### src/rtl/intersection_ctrl.sv
// Two-way intersection phase controller: NS/EW go phases separated by all-red clearance, with emergency preemption.
// Define INTERSECTION_PED_REQ_EN to build the pedestrian early-termination logic.
module intersection_ctrl #(
  parameter int PHASE_LEN  = 34,
  parameter int ALLRED_LEN = 2,
  parameter int MIN_GREEN  = 10
) (
  input  logic       clk,
  input  logic       reset_n,
  input  logic       i_enable,
  input  logic       i_ped_req,
  input  logic       i_emg_req,
  input  logic       i_emg_dir,
  output logic       o_start,
  output logic       o_flag_ns,
  output logic       o_flag_ew,
  output logic       o_allred,
  output logic       o_ped_ack,
  output logic [2:0] o_state,
  output logic [6:0] o_phase_cnt
);

  typedef enum logic [2:0] {
    S_IDLE   = 3'd0,
    S_NS_GO  = 3'd1,
    S_EW_GO  = 3'd2,
    S_ALLRED = 3'd3,
    S_EMG    = 3'd4
  } state_e;

  typedef enum logic [1:0] {
    T_NS  = 2'd0,
    T_EW  = 2'd1,
    T_EMG = 2'd2
  } tgt_e;

  localparam logic [6:0] PHASE_LAST  = 7'(PHASE_LEN - 1);
  localparam logic [6:0] ALLRED_LAST = 7'(ALLRED_LEN - 1);
  localparam logic [6:0] CNT_MAX     = 7'd127;

  state_e     state_q, state_d;
  tgt_e       tgt_q, tgt_d;
  tgt_e       allred_tgt_s;
  logic       dir_q, dir_d;
  logic [6:0] cnt_q, cnt_d;
  logic       start_q, start_d;
  logic       flag_ns_q, flag_ns_d;
  logic       flag_ew_q, flag_ew_d;
  logic       allred_q, allred_d;
  logic       ped_term_s;

  // An emergency request seen during clearance overrides the pending target immediately.
  assign allred_tgt_s = i_emg_req ? T_EMG : tgt_q;

  // Next-state, clearance target and emergency direction selection.
  always_comb begin
    state_d = state_q;
    tgt_d   = tgt_q;
    dir_d   = dir_q;
    if (!i_enable) begin
      state_d = S_IDLE;
      tgt_d   = T_NS;
    end else begin
      case (state_q)
        S_IDLE: begin
          state_d = S_NS_GO;
        end
        S_NS_GO, S_EW_GO: begin
          // Emergency outranks both phase expiry and pedestrian termination.
          if (i_emg_req) begin
            state_d = S_ALLRED;
            tgt_d   = T_EMG;
          end else if ((cnt_q == PHASE_LAST) || ped_term_s) begin
            state_d = S_ALLRED;
            tgt_d   = (state_q == S_NS_GO) ? T_EW : T_NS;
          end else begin
            state_d = state_q;
          end
        end
        S_ALLRED: begin
          tgt_d = allred_tgt_s;
          if (cnt_q == ALLRED_LAST) begin
            case (allred_tgt_s)
              T_NS:    state_d = S_NS_GO;
              T_EW:    state_d = S_EW_GO;
              T_EMG: begin
                state_d = S_EMG;
                dir_d   = i_emg_dir;
              end
              default: state_d = S_NS_GO;
            endcase
          end else begin
            state_d = S_ALLRED;
          end
        end
        S_EMG: begin
          if (!i_emg_req) begin
            state_d = S_ALLRED;
            tgt_d   = dir_q ? T_NS : T_EW;
          end else begin
            state_d = S_EMG;
          end
        end
        default: begin
          state_d = S_IDLE;
        end
      endcase
    end
  end

  // Phase counter restarts on any state change and saturates otherwise.
  always_comb begin
    cnt_d = cnt_q;
    if (state_d != state_q) begin
      cnt_d = 7'd0;
    end else if (cnt_q == CNT_MAX) begin
      cnt_d = CNT_MAX;
    end else begin
      cnt_d = cnt_q + 7'd1;
    end
  end

  // Lamp-unit outputs decoded from the upcoming state so they register alongside it.
  always_comb begin
    start_d   = 1'b0;
    flag_ns_d = 1'b0;
    flag_ew_d = 1'b0;
    allred_d  = 1'b0;
    case (state_d)
      S_NS_GO: begin
        start_d   = 1'b1;
        flag_ns_d = 1'b1;
      end
      S_EW_GO: begin
        start_d   = 1'b1;
        flag_ew_d = 1'b1;
      end
      S_EMG: begin
        start_d   = 1'b1;
        flag_ns_d = ~dir_d;
        flag_ew_d = dir_d;
      end
      S_ALLRED: begin
        allred_d = 1'b1;
      end
      default: begin
        start_d = 1'b0;
      end
    endcase
  end

  // State, counter and output registers.
  always_ff @(posedge clk) begin
    if (!reset_n) begin
      state_q   <= S_IDLE;
      tgt_q     <= T_NS;
      dir_q     <= 1'b0;
      cnt_q     <= 7'd0;
      start_q   <= 1'b0;
      flag_ns_q <= 1'b0;
      flag_ew_q <= 1'b0;
      allred_q  <= 1'b0;
    end else begin
      state_q   <= state_d;
      tgt_q     <= tgt_d;
      dir_q     <= dir_d;
      cnt_q     <= cnt_d;
      start_q   <= start_d;
      flag_ns_q <= flag_ns_d;
      flag_ew_q <= flag_ew_d;
      allred_q  <= allred_d;
    end
  end

`ifdef INTERSECTION_PED_REQ_EN
  localparam logic [6:0] MIN_LAST = 7'(MIN_GREEN - 1);

  logic ped_latch_q, ped_latch_d;
  logic ped_ack_q, ped_ack_d;
  logic enter_go_s;

  // The ack cycle is excluded so a still-set latch cannot cut the new phase short.
  assign ped_term_s = ped_latch_q && !ped_ack_q && (cnt_q >= MIN_LAST);
  assign enter_go_s = ((state_d == S_NS_GO) || (state_d == S_EW_GO)) && (state_d != state_q);

  // Pedestrian latch and acknowledge; a fresh request wins over the clear.
  always_comb begin
    ped_latch_d = ped_latch_q;
    ped_ack_d   = 1'b0;
    if (!i_enable) begin
      ped_latch_d = 1'b0;
      ped_ack_d   = 1'b0;
    end else begin
      ped_ack_d = enter_go_s && ped_latch_q;
      if (i_ped_req) begin
        ped_latch_d = 1'b1;
      end else if (ped_ack_q) begin
        ped_latch_d = 1'b0;
      end else begin
        ped_latch_d = ped_latch_q;
      end
    end
  end

  // Pedestrian registers.
  always_ff @(posedge clk) begin
    if (!reset_n) begin
      ped_latch_q <= 1'b0;
      ped_ack_q   <= 1'b0;
    end else begin
      ped_latch_q <= ped_latch_d;
      ped_ack_q   <= ped_ack_d;
    end
  end

  assign o_ped_ack = ped_ack_q;
`else
  logic unused_ped_s;

  assign unused_ped_s = i_ped_req;
  assign ped_term_s   = 1'b0;
  assign o_ped_ack    = 1'b0;
`endif

  assign o_start     = start_q;
  assign o_flag_ns   = flag_ns_q;
  assign o_flag_ew   = flag_ew_q;
  assign o_allred    = allred_q;
  assign o_state     = state_q;
  assign o_phase_cnt = cnt_q;

endmodule
### config.mk
export PLATFORM = sky130hd
export DESIGN_NAME = intersection_ctrl
export DESIGN_NICKNAME = d
export VERILOG_FILES = /design/src/rtl/intersection_ctrl.sv
export SDC_FILE = /design/constraint.sdc
export NUM_CORES = 1
export LEC_CHECK = 0
export BUFFER_PORTS_ARGS = -buffer_cell sky130_fd_sc_hd__buf_2
export CAP_MARGIN = 30
export CORE_MARGIN = 2
export CORE_UTILIZATION = 52
export DETAILED_ROUTE_END_ITERATION = 7
export GPL_TIMING_DRIVEN = 0
export PLACE_DENSITY = 0.85
export SLEW_MARGIN = 20
export SYNTH_ARGS = -nofsm -noshare
export SYNTH_HDL_FRONTEND = slang
export SYNTH_SLANG_ARGS = --single-unit
export TNS_END_PERCENT = 5
### constraint.sdc
create_clock -name clk -period 3.2 [get_ports clk]
set_clock_uncertainty 0.2 [all_clocks]
set_input_delay 0.96 -clock clk [delete_from_list [all_inputs] [get_ports clk]]
set_output_delay 0.96 -clock clk [all_outputs]
set_load 0.005 [all_outputs]
==> After elaboration in Yosys (flattened, before gate mapping) <==
Cells that the tools add are included.
Widths: inputs -> output; s select.
{ "word_totals": {"register_bits": 17, "romBits": 0, "output_inout_bits": 15, "latchBits": 0, "mem_count": 0, "elab_cells": 57, "in_bits": 6, "mem_bits_rw": 0} }
{ "op_classes": {"magnitude_cmp": 0, "multipliers": 0, "bitwise_logic": 2, "mux": 23, "eq_ne": 16, "div_mod_pow": 0, "n_reduce_logical": 7, "shift": 0, "addsub": 1} }
{ "op_table": {"columns": ["cell", "n"], "rows": [
  ["$mux 3", 5],
  ["$eq 3x2->1 const B", 4],
  ["$pmux 3 s4", 1],
  ["$mux 1", 8],
  ["$mux 2", 4],
  ["$add 7x1->7 const B", 1],
  ["$eq 7x1->1 const B", 1],
  ["$eq 7x6->1 const B", 1],
  ["$eq 7x7->1 const B", 1],
  ["$mux 7", 1],
  ["$eq 3x1->1 const B", 2],
  ["$eq 3x3->1 const B", 2],
  ["$pmux 2 s3", 1],
  ["$pmux 3 s2", 1],
  ["$pmux 1 s2", 2],
  ["$reduce_or 2->1", 2],
  ["$logic_not 3->1", 1],
  ["$ne 3x3->1", 1],
  ["$ne 3x3->1 const B", 1],
  ["$reduce_and 3->1", 1],
  ["$reduce_bool 3->1", 1],
  ["$reduce_or 3->1", 1],
  ["$eq 2x1->1 const B", 1],
  ["$eq 2x2->1 const B", 1],
  ["3 further kinds", 4]
]} }

==> Logic depth before layout (Yosys ltp) <==
{ "logic_depth": {"ltp_word": 9, "mapped_depth": 9, "depth_no_buf": 8} }

==> Worst setup path after synthesis <==
Ideal clock, no wire load.
{ "synth_timing": {"path_type": "in2reg", "start": "in i_emg_req", "end": "reg start_q, in the netlist o_start", "path_buffers": 1, "arrival_ps": 2741, "t_required_ps": 2899, "cell_stages": 9, "slack_ps": 158, "setup_time_ps": 101, "path_cell_list": "clkbuf_1 nand2b_1 inv_1 ha_1 nor4b_1 a21oi_1 a31oi_1 o21ai_0 o41ai_1"} }
{ "synth_via": {"elab_chain_cells": 9, "elab_cells_between_ends": 14, "classes_between": "eq/ne: 5; mux: 8; reduce/logical: 1"} }
{ "synth_rtl": {"columns": ["item", "line_no", "rtl"], "rows": [
  ["start: declaration", "12", "input logic i_emg_req,"],
  ["$mux 2", "53", "assign allred_tgt_s = i_emg_req ? T_EMG : tgt_q;"],
  ["$eq 2x2->1 / $eq 2x1->1 (equally long branches)", "83", "case (allred_tgt_s)"],
  ["$pmux 3 s2", "83", null],
  ["$mux 3", "82", "if (cnt_q == ALLRED_LAST) begin"],
  ["$pmux 3 s4 (*)", "64", "case (state_q)"],
  ["$mux 3 (*)", "60", "if (!i_enable) begin"],
  ["$eq 3x3->1, or another cell as far along", "129", "case (state_d)"],
  ["$reduce_or 3->1 (no source line) (*)", null, null],
  ["$mux 1 (*)", "129", null],
  ["end signal: assignment", "168", "start_q <= start_d;"],
  ["end: declaration", "46", "logic start_q, start_d;"]
]} }
Every way passes the cells marked *; elsewhere a longest branch is shown, timed or not.
A chain may end at the register's enable or synchronous reset.

==> Worst setup path in the final report <==
{ "layout_timing": {"start": "in i_enable", "end": "reg flag_ns_q, in the netlist o_flag_ns"} }
{ "layout_via": {"elab_chain_cells": 3, "elab_cells_between_ends": 6, "classes_between": "eq/ne: 2; mux: 3; bitwise: 1"} }
{ "layout_rtl": {"columns": ["item", "line_no", "rtl"], "rows": [
  ["start: declaration", "10", "input logic i_enable,"],
  ["$mux 3 / $mux 1 (equally long branches)", "60", null],
  ["$eq 3x3->1, or another cell as far along", "129", null],
  ["$pmux 1 s2 (*)", "129", null],
  ["end signal: assignment", "169", "flag_ns_q <= flag_ns_d;"],
  ["end: declaration", "47", "logic flag_ns_q, flag_ns_d;"]
]} }
Marked as above.

==> impl_metrics.ini <==
[floorplanning]
die_y_um = 50.1
io_pins = 21
initial_core_util_pct = 55.7
dieArea_um2 = 2510
fp-row-count = 16
core_um2 = 1980
die-width_um = 50.1

[layout]
drive_gt1_share_pct = 19.4
fill_cells = 174
post-route-util_pct = 63.5
final_cell_area_um2 = 1260
area.growth.synth_to_final_pct = 13.9
final_nets = 167
n_antenna_cell = 0
finalNonFillerCells = 182

[drt]
dr.pass1.iters = 4
via_count = 1148
wirelength_mm = 2.78
ant_nets = 0
drt-wirelength-per-cell_um = 15.3
avgViaCountPerCell = 6.31
drtIter0Drc = 54
drcViolationCount = 0

[min_path]
hold-path-cell-count = 1
hold_path_class = register to register
hold_end = o_phase_cnt[0]
hp-start = o_phase_cnt[0]

[placement]
place_congestion = 0.941
io_buffers = 17
dp_hpwl_mm = 2.07
dp_cells = 179
placed_area_um2 = 1220

[pwr]
ir_worst_vdd_uv = 234
p_per_area_nw_per_um2 = 325
power_uw = 409
leakage_nw = 0.500

[critical_path]
required_ps = 3230
r2r_start = o_phase_cnt[0]
crit_path_end_kind = register
crit_start = i_enable
cp-start-kind = input port
crit_path_max_fanout = 10
arrival_ps = 2940
rr_worst_depth = 6
rrSetupSlack_ps = 430
regToRegEndpoint = o_flag_ns
critPathKind = input port to register

[grt]
grt_overflow = 0
grt_pass1_wl_mm = 4.67
grt_pass1_vias = 1049
grt_util_all_layers_pct = 24.2
grt_max_degree = 11
antenna_found_initial = 0

[sta]
relSlewSlack_pct = 59.5
maxSlewViolCount = 0
fmax_mhz = 344
timing.setup.tns_ps = 0
rsz0062_at_grt = false
tightest_slew_ps = 606
final-setup-viol-count = 0
final-hold-violation-count = 0
period_minus_slack_ps = 2910
final.period_utilization_pct = 90.9

[synth]
synthCells = 135
syn_avg_cell_area_um2 = 8.18
synth_mux_area_share_pct = 1.02
netlist-cell-type-count = 46
synth_warnings = 0
synth_top_cell_by_area = dfxtp_1
seq_area_frac_synth_pct = 30.8
yosysTopAreaCellShare_pct = 30.8
synth_flop_cell = dfxtp_1
synth_fa_ha_area_share_pct = 5.66
netlist_top_cells_area = dfxtp_1 (31%), ha_1 (5.7%), a211oi_1 (4.8%), nor2_1 (4.1%), nand2_1 (3.4%)
synth_top_family_by_area = simple AND/OR/NAND/NOR gates
async_flop_share_pct = 0
postSynthNetCount = 146
synth_edf_count = 0
synthSimpleGateAreaFrac_pct = 28.4
ys_ff_latch = 17
netlist_area_um2 = 1100
synth_compound_area_share_pct = 23.9
yosys.area_share.xor_xnor_pct = 4.76

[clocking]
cts_root_buffer = clkbuf_4
cts_sinks = 17
clkTransAtPathRegs_ps = 110
post_cts_buffers = 0
ctsLongestPathBuffers = 2
h-tree-depth = 1
insertion_delay_ps = 300
cts_buffers = 3
cts_tree = done

[outcome]
status = completed

[run]
drv_cap = 0
==> sequential cells by signal, indices dropped and copies added, names as in the netlist <==
name	flops
o_flag_ew	1
o_start	1
dir_q	1
o_flag_ns	1
o_phase_cnt	7
tgt_q	2
o_allred	1
o_state	3
==> stage by stage <==
step / hold WS (ps) / setup WS [ps]
finish: 346 / 290
global placement: 325 / -359
CTS: 346 / 41.0
detailed placement: 332 / -424
global route: 400 / 33.5
floorplan: 322 / 158
==> worst max path at each step <==
stage	to	slack, ps	cells after the start
finish	o_flag_ns	290	6
global route	o_start	30	9
CTS	o_start	40	10
detailed placement	o_start	-420	10
global placement	o_start	-360	10
floorplan	o_start	160	9
==> layout by cell type (no fill, tap or decap), types with 3 or more instances in the layout <==
master	instances
o211ai_1	3
a21oi_1	7
xnor2_1	4
nand2_1	10
clkbuf_4	3
nand4_1	3
nor3_1	4
ha_1	5
nor2_1	12
nand3_1	4
a211oi_1	7
dfxtp_1	17
buf_2	17
clkbuf_1	7
inv_1	6
o21ai_0	4
==> cell type report <==
type	count	area (µm²)	area share (%)
plain buffers	7	30.0	2.39
clock buffers	4	26.3	2.09
inverters	6	22.5	1.79
multi-input cells	104	721	57.3
flip-flops and latches	17	340	27.0
well taps	27	33.8	2.68
repair buffers	17	85.1	6.76
==> synth_stat cells (all sizes together), types with 4 or more instances <==
cell and count:
nor2 12, clkbuf 7, nand2 10, xnor2 4
a211oi 8, o21ai 4, a21oi 7, nand3 4
ha 5, nor3 4, inv 6, dfxtp 17
==> logic make-up after synthesis <==
| logic type | after synthesis |
|---|---|
| fa+ha+maj | 5 |
| compound gates | 37 |
| xor+xnor | 6 |
| flops | 17 |
| simple gates | 54 |
| mux | 1 |
| buf+inv | 14 |
| other cells | 1 |
==> power by group <==
group          switching (mW)  total, mW  internal, mW  leakage [nW]
logic                  0.0397     0.0665        0.0267         0.347
registers             0.00450      0.222         0.217         0.138
clock network          0.0720      0.121        0.0487        0.0150
==> layer usage <==
layer  global-route usage, %  vias to the layer above  wire [µm]
met3                    6.36                       12        225
met5                       0                        -          0
li1                        -                      544          -
met1                    29.0                      523       1120
met2                    41.7                       69       1370
met4                    7.41                        0         69
==> worst max-delay path: stages <==
cell and delay [ps]:
clkbuf_1 330, nand2b_1 200, nor4_1 470, mux2_2 410, or3_1 360, a211oi_2 200
==> what timing repair did <==
item,CTS,global route
setup endpoints to repair,1,3
cloned,0,0
resized for setup,1,1
hold buffers,0,0
No activity file was read; power rests on OpenSTA's default activity.
